===== src/rtl/mdu_pkg.sv =====
// Shared encodings for the multiply/divide unit: MDUOp values, FSM states and
// timing constants.
package mdu_pkg;

  typedef enum logic [2:0] {
    OP_MULT  = 3'd0,
    OP_MULTU = 3'd1,
    OP_DIV   = 3'd2,
    OP_DIVU  = 3'd3,
    OP_MTHI  = 3'd4,
    OP_MTLO  = 3'd5
  } mdu_op_e;

  typedef enum logic [1:0] {
    S_IDLE = 2'd0,
    S_MUL  = 2'd1,
    S_DIV  = 2'd2,
    S_FIX  = 2'd3
  } mdu_state_e;

  localparam int unsigned MUL_CYCLES_DEF = 3;
  localparam int unsigned DIV_ITERS      = 32;

  // Magnitude of a two's-complement word; 0x8000_0000 maps to itself, which is
  // the correct unsigned magnitude.
  function automatic logic [31:0] abs32(input logic [31:0] v);
    return v[31] ? (~v + 32'd1) : v;
  endfunction

endpackage


===== src/rtl/mdu_hilo_if.sv =====
// Issue/read bus between the pipeline controller and the HI/LO multiply/divide unit.
interface mdu_hilo_if;
  logic        Start;
  logic [2:0]  MDUOp;
  logic [31:0] A;
  logic [31:0] B;
  logic        Flush;
  logic        RHLSel;
  logic [31:0] RHLOut;
  logic        Busy;

  modport master (
    output Start, MDUOp, A, B, Flush, RHLSel,
    input  RHLOut, Busy
  );

  modport slave (
    input  Start, MDUOp, A, B, Flush, RHLSel,
    output RHLOut, Busy
  );
endinterface


===== src/rtl/mdu_div_core.sv =====
// Iterative unsigned 32/32 restoring divider, one quotient bit per cycle.
module mdu_div_core
  import mdu_pkg::*;
(
  input  logic        clk,
  input  logic        rst,
  input  logic        start,
  input  logic        abort,
  input  logic [31:0] dividend,
  input  logic [31:0] divisor,
  output logic        done,
  output logic [31:0] quot,
  output logic [31:0] rem
);

  logic [31:0] dvsr;
  logic [4:0]  iter;
  logic        active;
  logic [32:0] shifted;
  logic [33:0] trial;

  always_comb begin
    shifted = {rem, quot[31]};
    trial   = {1'b0, shifted} - {2'b00, dvsr};
  end

  // High during the final iteration; quot/rem hold the result after that edge.
  assign done = active && (iter == 5'(DIV_ITERS - 1));

  always_ff @(posedge clk or posedge rst) begin
    if (rst) begin
      quot   <= '0;
      rem    <= '0;
      dvsr   <= '0;
      iter   <= '0;
      active <= 1'b0;
    end else if (abort) begin
      active <= 1'b0;
    end else if (start) begin
      quot   <= dividend;
      rem    <= '0;
      dvsr   <= divisor;
      iter   <= '0;
      active <= 1'b1;
    end else if (active) begin
      if (trial[33]) begin
        rem  <= shifted[31:0];
        quot <= {quot[30:0], 1'b0};
      end else begin
        rem  <= trial[31:0];
        quot <= {quot[30:0], 1'b1};
      end
      iter <= iter + 5'd1;
      if (done) active <= 1'b0;
    end
  end

endmodule


===== src/rtl/mdu_hilo.sv =====
// Multiply/divide unit owning the HI/LO pair; fixed-latency multiply, 33-cycle
// iterative divide, MTHI/MTLO writes, and flush of in-flight operations.
module mdu_hilo
  import mdu_pkg::*;
#(
  parameter int unsigned MUL_CYCLES = MUL_CYCLES_DEF
) (
  input  logic       clk,
  input  logic       rst,
  mdu_hilo_if.slave  bus
);

  localparam int unsigned CW = (MUL_CYCLES > 1) ? $clog2(MUL_CYCLES) : 1;

  mdu_state_e  state, next_state;
  mdu_op_e     op;
  logic [31:0] hi, lo;
  logic [31:0] op_a, op_b;
  logic        is_signed;
  logic [CW-1:0] cnt;

  logic        accept, is_mul_op, is_div_op;
  logic        div_start, div_done;
  logic [31:0] div_quot, div_rem, div_dividend, div_divisor;
  logic [63:0] ext_a, ext_b, product;
  logic [31:0] quot_fix, rem_fix;
  logic        hi_we, lo_we;
  logic [31:0] hi_d, lo_d;

  assign op        = mdu_op_e'(bus.MDUOp);
  assign accept    = (state == S_IDLE) && bus.Start && !bus.Flush;
  assign is_mul_op = (op == OP_MULT) || (op == OP_MULTU);
  assign is_div_op = (op == OP_DIV)  || (op == OP_DIVU);

  assign div_start    = accept && is_div_op;
  assign div_dividend = (op == OP_DIV) ? abs32(bus.A) : bus.A;
  assign div_divisor  = (op == OP_DIV) ? abs32(bus.B) : bus.B;

  mdu_div_core u_div (
    .clk      (clk),
    .rst      (rst),
    .start    (div_start),
    .abort    (bus.Flush),
    .dividend (div_dividend),
    .divisor  (div_divisor),
    .done     (div_done),
    .quot     (div_quot),
    .rem      (div_rem)
  );

  // Sign-extending only for signed ops lets one 64x64 truncated multiply serve both.
  always_comb begin
    ext_a    = {{32{is_signed & op_a[31]}}, op_a};
    ext_b    = {{32{is_signed & op_b[31]}}, op_b};
    product  = ext_a * ext_b;
    quot_fix = (is_signed && (op_a[31] ^ op_b[31])) ? (~div_quot + 32'd1) : div_quot;
    rem_fix  = (is_signed && op_a[31]) ? (~div_rem + 32'd1) : div_rem;
  end

  always_ff @(posedge clk or posedge rst) begin
    if (rst) state <= S_IDLE;
    else     state <= next_state;
  end

  always_comb begin
    next_state = state;
    if (bus.Flush) begin
      next_state = S_IDLE;
    end else begin
      case (state)
        S_IDLE: if (bus.Start) begin
          if (is_mul_op)      next_state = S_MUL;
          else if (is_div_op) next_state = S_DIV;
        end
        S_MUL:   if (cnt == '0) next_state = S_IDLE;
        S_DIV:   if (div_done)  next_state = S_FIX;
        S_FIX:   next_state = S_IDLE;
        default: next_state = S_IDLE;
      endcase
    end
  end

  always_comb begin
    hi_we = 1'b0;
    lo_we = 1'b0;
    hi_d  = '0;
    lo_d  = '0;
    if (!bus.Flush) begin
      case (state)
        S_IDLE: begin
          if (accept && op == OP_MTHI) begin
            hi_we = 1'b1;
            hi_d  = bus.A;
          end
          if (accept && op == OP_MTLO) begin
            lo_we = 1'b1;
            lo_d  = bus.A;
          end
        end
        S_MUL: if (cnt == '0) begin
          hi_we = 1'b1;
          lo_we = 1'b1;
          hi_d  = product[63:32];
          lo_d  = product[31:0];
        end
        S_FIX: begin
          hi_we = 1'b1;
          lo_we = 1'b1;
          if (op_b == '0) begin
            hi_d = op_a;
            lo_d = '1;
          end else begin
            hi_d = rem_fix;
            lo_d = quot_fix;
          end
        end
        default: ;
      endcase
    end
  end

  always_ff @(posedge clk or posedge rst) begin
    if (rst) begin
      hi        <= '0;
      lo        <= '0;
      op_a      <= '0;
      op_b      <= '0;
      is_signed <= 1'b0;
      cnt       <= '0;
    end else begin
      if (accept && (is_mul_op || is_div_op)) begin
        op_a      <= bus.A;
        op_b      <= bus.B;
        is_signed <= (op == OP_MULT) || (op == OP_DIV);
      end
      if (accept && is_mul_op)
        cnt <= CW'(MUL_CYCLES - 1);
      else if (state == S_MUL && cnt != '0)
        cnt <= cnt - 1'b1;
      if (hi_we) hi <= hi_d;
      if (lo_we) lo <= lo_d;
    end
  end

  assign bus.RHLOut = bus.RHLSel ? hi : lo;
  assign bus.Busy   = (state != S_IDLE);

endmodule


===== src/flat_wrapper.sv =====
// flat-port wrapper written by rule: the top's interface ports become plain ports
module mdu_hilo_flat import mdu_pkg::*;
#(
  parameter int unsigned MUL_CYCLES = MUL_CYCLES_DEF
)
  (clk, rst, bus_Start, bus_MDUOp, bus_A, bus_B, bus_Flush, bus_RHLSel, bus_RHLOut, bus_Busy);
  mdu_hilo_if bus_i ();
  input  logic clk;
  input  logic rst;
  input wire logic [$bits(bus_i.Start)-1:0] bus_Start;
  input wire logic [$bits(bus_i.MDUOp)-1:0] bus_MDUOp;
  input wire logic [$bits(bus_i.A)-1:0] bus_A;
  input wire logic [$bits(bus_i.B)-1:0] bus_B;
  input wire logic [$bits(bus_i.Flush)-1:0] bus_Flush;
  input wire logic [$bits(bus_i.RHLSel)-1:0] bus_RHLSel;
  output wire logic [$bits(bus_i.RHLOut)-1:0] bus_RHLOut;
  output wire logic [$bits(bus_i.Busy)-1:0] bus_Busy;
  assign bus_i.Start = bus_Start;
  assign bus_i.MDUOp = bus_MDUOp;
  assign bus_i.A = bus_A;
  assign bus_i.B = bus_B;
  assign bus_i.Flush = bus_Flush;
  assign bus_i.RHLSel = bus_RHLSel;
  assign bus_RHLOut = bus_i.RHLOut;
  assign bus_Busy = bus_i.Busy;
  mdu_hilo #(.MUL_CYCLES(MUL_CYCLES)) u_core (.clk(clk), .rst(rst), .bus(bus_i));
endmodule

===== config.mk =====
export PLATFORM = sky130hd
export DESIGN_NAME = mdu_hilo_flat
export DESIGN_NICKNAME = d
export VERILOG_FILES = /design/src/rtl/mdu_pkg.sv /design/src/rtl/mdu_hilo_if.sv /design/src/rtl/mdu_div_core.sv /design/src/rtl/mdu_hilo.sv /design/src/flat_wrapper.sv
export SDC_FILE = /design/constraint.sdc
export NUM_CORES = 2
export LEC_CHECK = 0
export BUFFER_PORTS_ARGS = -buffer_cell sky130_fd_sc_hd__buf_2
export CORE_ASPECT_RATIO = 0.9
export CORE_UTILIZATION = 51
export CTS_CLUSTER_SIZE = 10
export DETAILED_ROUTE_END_ITERATION = 16
export PLACE_DENSITY = 0.77
export SLEW_MARGIN = 30
export SYNTH_ARGS = -nofsm -noshare
export SYNTH_HDL_FRONTEND = slang
export SYNTH_SLANG_ARGS = --single-unit

===== constraint.sdc =====
create_clock -name clk -period 16.7 [get_ports clk]
set_clock_uncertainty 0.05 [all_clocks]
set_input_delay 1.67 -clock clk [delete_from_list [all_inputs] [get_ports clk]]
set_output_delay 1.67 -clock clk [all_outputs]
set_load 0.1 [all_outputs]

# ---- Yosys cells after proc, flatten, opt, wreduce, memory -nomap -nowiden
# Cells that the tools add are included.
dict set report word_totals {
  wordCells 113
  reg_bits 235
  output_inout_bits 33
  inputBits 72
}
dict set report op_classes {
  bitwise_logic 8
  reduce_logical 27
  add_sub_neg 7
  n_mux 45
  n_eq_ne 13
  multipliers 1
}
# op count
set op_table {}
lappend op_table {{$mux 32} 20}
lappend op_table {{$pmux 32 s3} 2}
lappend op_table {{$add 32x1->32 const B} 4}
lappend op_table {{$not 32->32} 4}
lappend op_table {{$mul 33x33->64} 1}
lappend op_table {{$sub 33x32->34} 1}
lappend op_table {{$logic_not 32->1} 1}
lappend op_table {{$mux 2} 8}
lappend op_table {{$logic_and 1x1->1} 11}
lappend op_table {{$mux 1} 10}
lappend op_table {{$mux 5} 2}
lappend op_table {{$pmux 2 s4} 1}
lappend op_table {{$reduce_bool 2->1} 4}
lappend op_table {{$eq 3x2->1 const B} 2}
lappend op_table {{$eq 3x3->1 const B} 2}
lappend op_table {{$ne 3x2->1 const B} 2}
lappend op_table {{$pmux 1 s3} 2}
lappend op_table {{$add 5x1->5 const B} 1}
lappend op_table {{$eq 5x5->1 const B} 1}
lappend op_table {{$eq 2x2->1 const B} 2}
lappend op_table {{$logic_not 2->1} 2}
lappend op_table {{$logic_or 1x1->1} 4}
lappend op_table {{$ne 4x2->1 const B} 1}
lappend op_table {{$reduce_and 2->1} 2}
lappend op_table {{10 further kinds} 11}

# ---- Depth between registers and ports, before layout
dict set report logic_depth {
  word_depth 7
  ltp_mapped 33
  depth_no_buf 28
}

# ---- By module
# A second synthesis with hierarchy kept.
dict set report unflattened {
  hier_cells 5957
  hier_area_um2 53281.1
}
# mod area_per_inst_um2 cells_each n_inst seq_area_each_um2
set modules_own_cells {}
lappend modules_own_cells {mdu_hilo 47225.3 5289 1 3328.2}
lappend modules_own_cells {mdu_div_core 6055.8 668 1 2552.4}

# ---- Worst setup path after synthesis
# OpenSTA, ideal clock, no wires.
dict set report synth_path {
  path_kind {register to register}
  from {register u_core.op_a[31]}
  to {register u_core.hi[29]}
  stages_incl_launch_ff 32
  n_path_buf 5
  arrival_time_ns 8.467
  t_required_ns 16.585
  slack_ns 8.118
  synth_period_minus_slack_ns 8.582
  setup_ns 0.065
  path_cell_list {dfrtp_1 clkbuf_1 and2_1 clkbuf_1 clkbuf_1 buf_1 nand2_1 inv_1 fa_1 inv_1 fa_1 inv_1 fa_1 fa_1 inv_1 fa_1 inv_1 fa_1 inv_1 fa_1 fa_1 inv_1 ha_1 clkbuf_1 nand4_1 or4_1 a211o_1 nand2_1 o221ai_1 xor2_1 o221ai_1 o21a_1}
}
dict set report synth_via {
  elab_chain_cells 5
  word_cells_on_any_way 8
  classes_between {mul (1); mux (5); bitwise (1); reduce/logical (1)}
}
# element line_no
set synth_lines {}
lappend synth_lines {{start, declared} mdu_hilo.sv:18} ;# logic [31:0] op_a, op_b;
lappend synth_lines {{start signal, assigned} mdu_hilo.sv:132} ;# op_a <= bus.A;
lappend synth_lines {{$and 1x1->1 / $logic_and 1x1->1 (equally long branches)} {mdu_hilo.sv:53, mdu_hilo.sv:57}}
lappend synth_lines {{$mul 33x33->64 / $mux 32 (equally long branches)} {mdu_hilo.sv:55, mdu_hilo.sv:57}}
lappend synth_lines {{$mux 32 (on tied branches)} {mdu_hilo.sv:100, mdu_hilo.sv:109}}
lappend synth_lines {{$pmux 32 s3 (*)} mdu_hilo.sv:89} ;# case (state)
lappend synth_lines {{$mux 32 (*)} mdu_hilo.sv:88} ;# if (!bus.Flush) begin
lappend synth_lines {{end signal, assigned} mdu_hilo.sv:140} ;# if (hi_we) hi <= hi_d;
lappend synth_lines {{end, declared} mdu_hilo.sv:17} ;# logic [31:0] hi, lo;
# Mark *: on every way between the ends. The rest lies on a longest branch, timed or not.
# A chain may end at the register's enable or synchronous reset.

# ---- Final worst setup path
dict set report layout_path {
  from {register u_core.is_signed}
  to {register u_core.hi[29]}
}
dict set report layout_via {
  elab_chain_cells 5
  word_cells_on_any_way 9
  classes_between {mul (1); mux (5); bitwise (2); reduce/logical (1)}
}
# element line_no
set layout_lines {}
lappend layout_lines {{start, declared} mdu_hilo.sv:19} ;# logic is_signed;
lappend layout_lines {{start signal, assigned} mdu_hilo.sv:134} ;# is_signed <= (op == OP_MULT) || (op == OP_DIV);
lappend layout_lines {{$and 1x1->1 (tied with other cells)} mdu_hilo.sv:53} ;# ext_a = {{32{is_signed & op_a[31]}}, op_a};
lappend layout_lines {{$mul 33x33->64 / $mux 32 (equally long branches)} {mdu_hilo.sv:55, mdu_hilo.sv:57}}
lappend layout_lines {{$mux 32 (on tied branches)} {mdu_hilo.sv:100, mdu_hilo.sv:109}}
lappend layout_lines {{$pmux 32 s3 (*)} mdu_hilo.sv:89}
lappend layout_lines {{$mux 32 (*)} mdu_hilo.sv:88}
# Marks and branches as above.

==> impl_results.md <==
- Setup crit end kind: register
- CP required: 17.09 ns
- Syn Nets: 7577
- Clock buffer depth: 3
- Max-cap violations: 0
- Routed vias/inst: 5.73
- Critical path peak fanout: 25
- Rows: 112
- # DRC: 0
- Area growth syn-to-layout: 3.98%
- Hold Startpoint: u_core.hi[2]
- Die X: 343 um
- DIE AREA: 106000 um2
- Fin. max-slew vios: 0
- Pre-Repair DR Iteration Count: 6
- RSZ-0062 raised after global routing: no
- FF+latch area: 5880 um2
- H-Tree Level Count: 1
- WL final: 149 mm
- EDFF count, synth: 0
- Fin nets: 7396
- Final Wtd Congestion: 0.961
- Final Hold Vio Count: 0
- Post-DP HPWL: 116 mm
- First-pass GRT wire length: 240 mm
- Vias post-DR: 41900
- Critical path type: reg -> reg
- Cts hold-fix bufs: 0
- Post-route setup TNS: 0 ns
- Number of synthesized register bits: 235
- Final ANT Viol Nets: 0
- Primary FF master, synth: dfrtp_1
- GRT overflow: 0
- Number of warnings issued by yosys: 0
- Worst hold path cell count: 2
- TritonCTS clock tree: yes
- Async S/R FF share, synth: 100%
- Startpoint types: register
- Synth area leaders: fa_1 (42%), dfrtp_1 (11%), inv_1 (8.4%)
- Buf/Inv on CP: 8
- Worst skew pair latency: 0.55 ns
- Max stage delay on crit path: 0.87 ns
- Most frequent cells after synthesis: inv_1 (1190), nand2_1 (1128), fa_1 (1126)
- CORE AREA: 104000 um2
- Worst Hold Class: reg -> reg
- Share of layout cells above drive strength 1: 5.09%
- Area of the multi-input gates: 41500 um2
- Drt wl/cell: 20.3 um
- Initial antenna violation count: 4
- Top delay family on crit path: adder cells
- Reg2reg path depth: 28
- Synthesized instance count: 6127
- Die Ht: 309 um
- Mean post-synth cell area: 8.71 um2
- Worst slew pin tran: 0.965 ns
- Largest net degree at the start of global routing: 96
- Final setup vio count: 0
- Clock root buffer master: clkbuf_16
- Cell variety after synth: 81
- Register area share after synthesis: 11.0%
- Rel. slew slack: 35.4%
- Minimum clock period: 9.26 ns
- Slowest CP cell: fa_1
- # IOs: 105
- CTS buffer count: 27
- Vias in the first global route: 44200
- Synth area leader: fa_1
- Critical path origin: u_core.is_signed
- Critical Path AT: 9.65 ns
- PortBufs: 104
- Mapped cell area: 53300 um2
- DRT iter0 DRCs: 3652
- Reg2reg start: u_core.is_signed
- CTS Sinks: 235
- Fill count: 9305
- Stages on the worst setup path: 28
- Post_cts resized: 0
- Initial Util: 51.4%
- GR Util All Layers: 29.0%
- Status: complete, no violations
- Cell mode on critical path: fa_1
- Final period util: 55.4%
- Top-area cell type share of the netlist area: 42.3%
- Max Clock Freq: 108 MHz
- Most common cell in the netlist: inv_1
- Clock transition at path regs: 0.06 ns
- Number of post-CTS setup repair buffers: 0
## final timing paths
| kind | slack (ns) | to |
|---|---|---|
| max reg2reg | 7.44 | u_core.hi[29] |
| min reg2reg | 0.43 | u_core.hi[2] |
| min | 0.43 | u_core.hi[2] |
| min in group asynchronous | 1.14 | u_core.u_div.dvsr[28] |
| max in group asynchronous | 14.11 | u_core.op_a[27] |
| max | 7.44 | u_core.hi[29] |
## final cells by class
cell class / count / area share, %
Inverter: 1190 / 8.07
Timing Repair Buffer: 190 / 2.12
Tap cell: 1368 / 3.09
Multi-Input combinational cell: 4302 / 74.8
Sequential cell: 235 / 10.6
Antenna cell: 2 / 0.00902
Clock buffer: 33 / 1.28
## flip-flops by register name (all words and copies together), names as in the netlist
signal / count
u_core.cnt: 2
u_core.hi: 32
u_core.is_signed: 1
u_core.lo: 32
u_core.op_a: 32
u_core.op_b: 32
u_core.state: 2
u_core.u_div.active: 1
u_core.u_div.dvsr: 32
u_core.u_div.iter: 5
u_core.u_div.quot: 32
u_core.u_div.rem: 32
## placed cells by master (no fill, tap or decap), types with 8 or more instances in the layout
master     instances
ha_1             252
a21oi_1          197
nor2_1           203
o21a_1            16
o21ai_0          196
or4_1              9
nor2b_1           12
a211oi_1          26
nor4_1            21
xnor2_1          147
fa_1            1125
o21ai_1           25
or2_2             10
mux2_2            34
dfrtp_1          233
and3_1            27
o21bai_1          11
nand3_1           19
a31oi_1           55
a222oi_1          10
nor3_1            50
nand4_1           25
and2_1           367
inv_1           1189
and4_1             8
o41ai_1           12
xor2_1            76
clkbuf_16         27
buf_2            104
nand2_1         1126
o31ai_1           27
nand2b_1          22
o211ai_1          10
or3_1             12
buf_4             85
a221oi_1          46
a21o_1            33
## per-stage QoR
stage               util, %  area [um2]  instances  worst slack (ns)  hold WS, ns
finish                 53.5       55500       7320              7.44        0.428
CTS                    53.5       55500       7318              7.10        0.429
floorplan                 -       53300       6127              8.12        0.394
global placement       52.8       54700       7284              7.36        0.407
global route           53.5       55500       7318              6.97        0.450
detailed placement     52.8       54800       7285              7.14        0.416
## worst reg2reg max path, delay by kind of cell (launching register included)
kind	cells	cell delay [ns]
buf+inv	8	1.35
compound gates	4	0.71
flops	1	0.32
xor+xnor	1	0.19
fa+ha+maj	9	4.64
simple gates	6	1.90
## logic make-up (layout without fill, tap and decap cells)
group | after synthesis | after routing | synth area share, %
and+or+nand+nor | 1940 | 1940 | 16.5
xor gates and xnor gates | 223 | 223 | 3.66
buffers and inverters | 1590 | 1413 | 11.2
DFF | 235 | 235 | 11.0
other | 0 | 2 | 0
muxes | 40 | 40 | 0.830
adders and majority gates | 1378 | 1378 | 48.2
AOI/OAI and AO/OA | 721 | 721 | 8.54
## layer usage
metal,wire (um),track usage [%],vias to the layer above,share of wire (%)
li1,-,-,18100,-
met1,57300,37.6,21500,39
met2,71200,48.2,1836,48
met3,11900,4.49,428,8.0
met4,8220,13.0,2,5.5
met5,13,0,-,0.0087
Power is not shown: default switching activity piles up to over one toggle a cycle in this logic, so the estimate is an artifact.
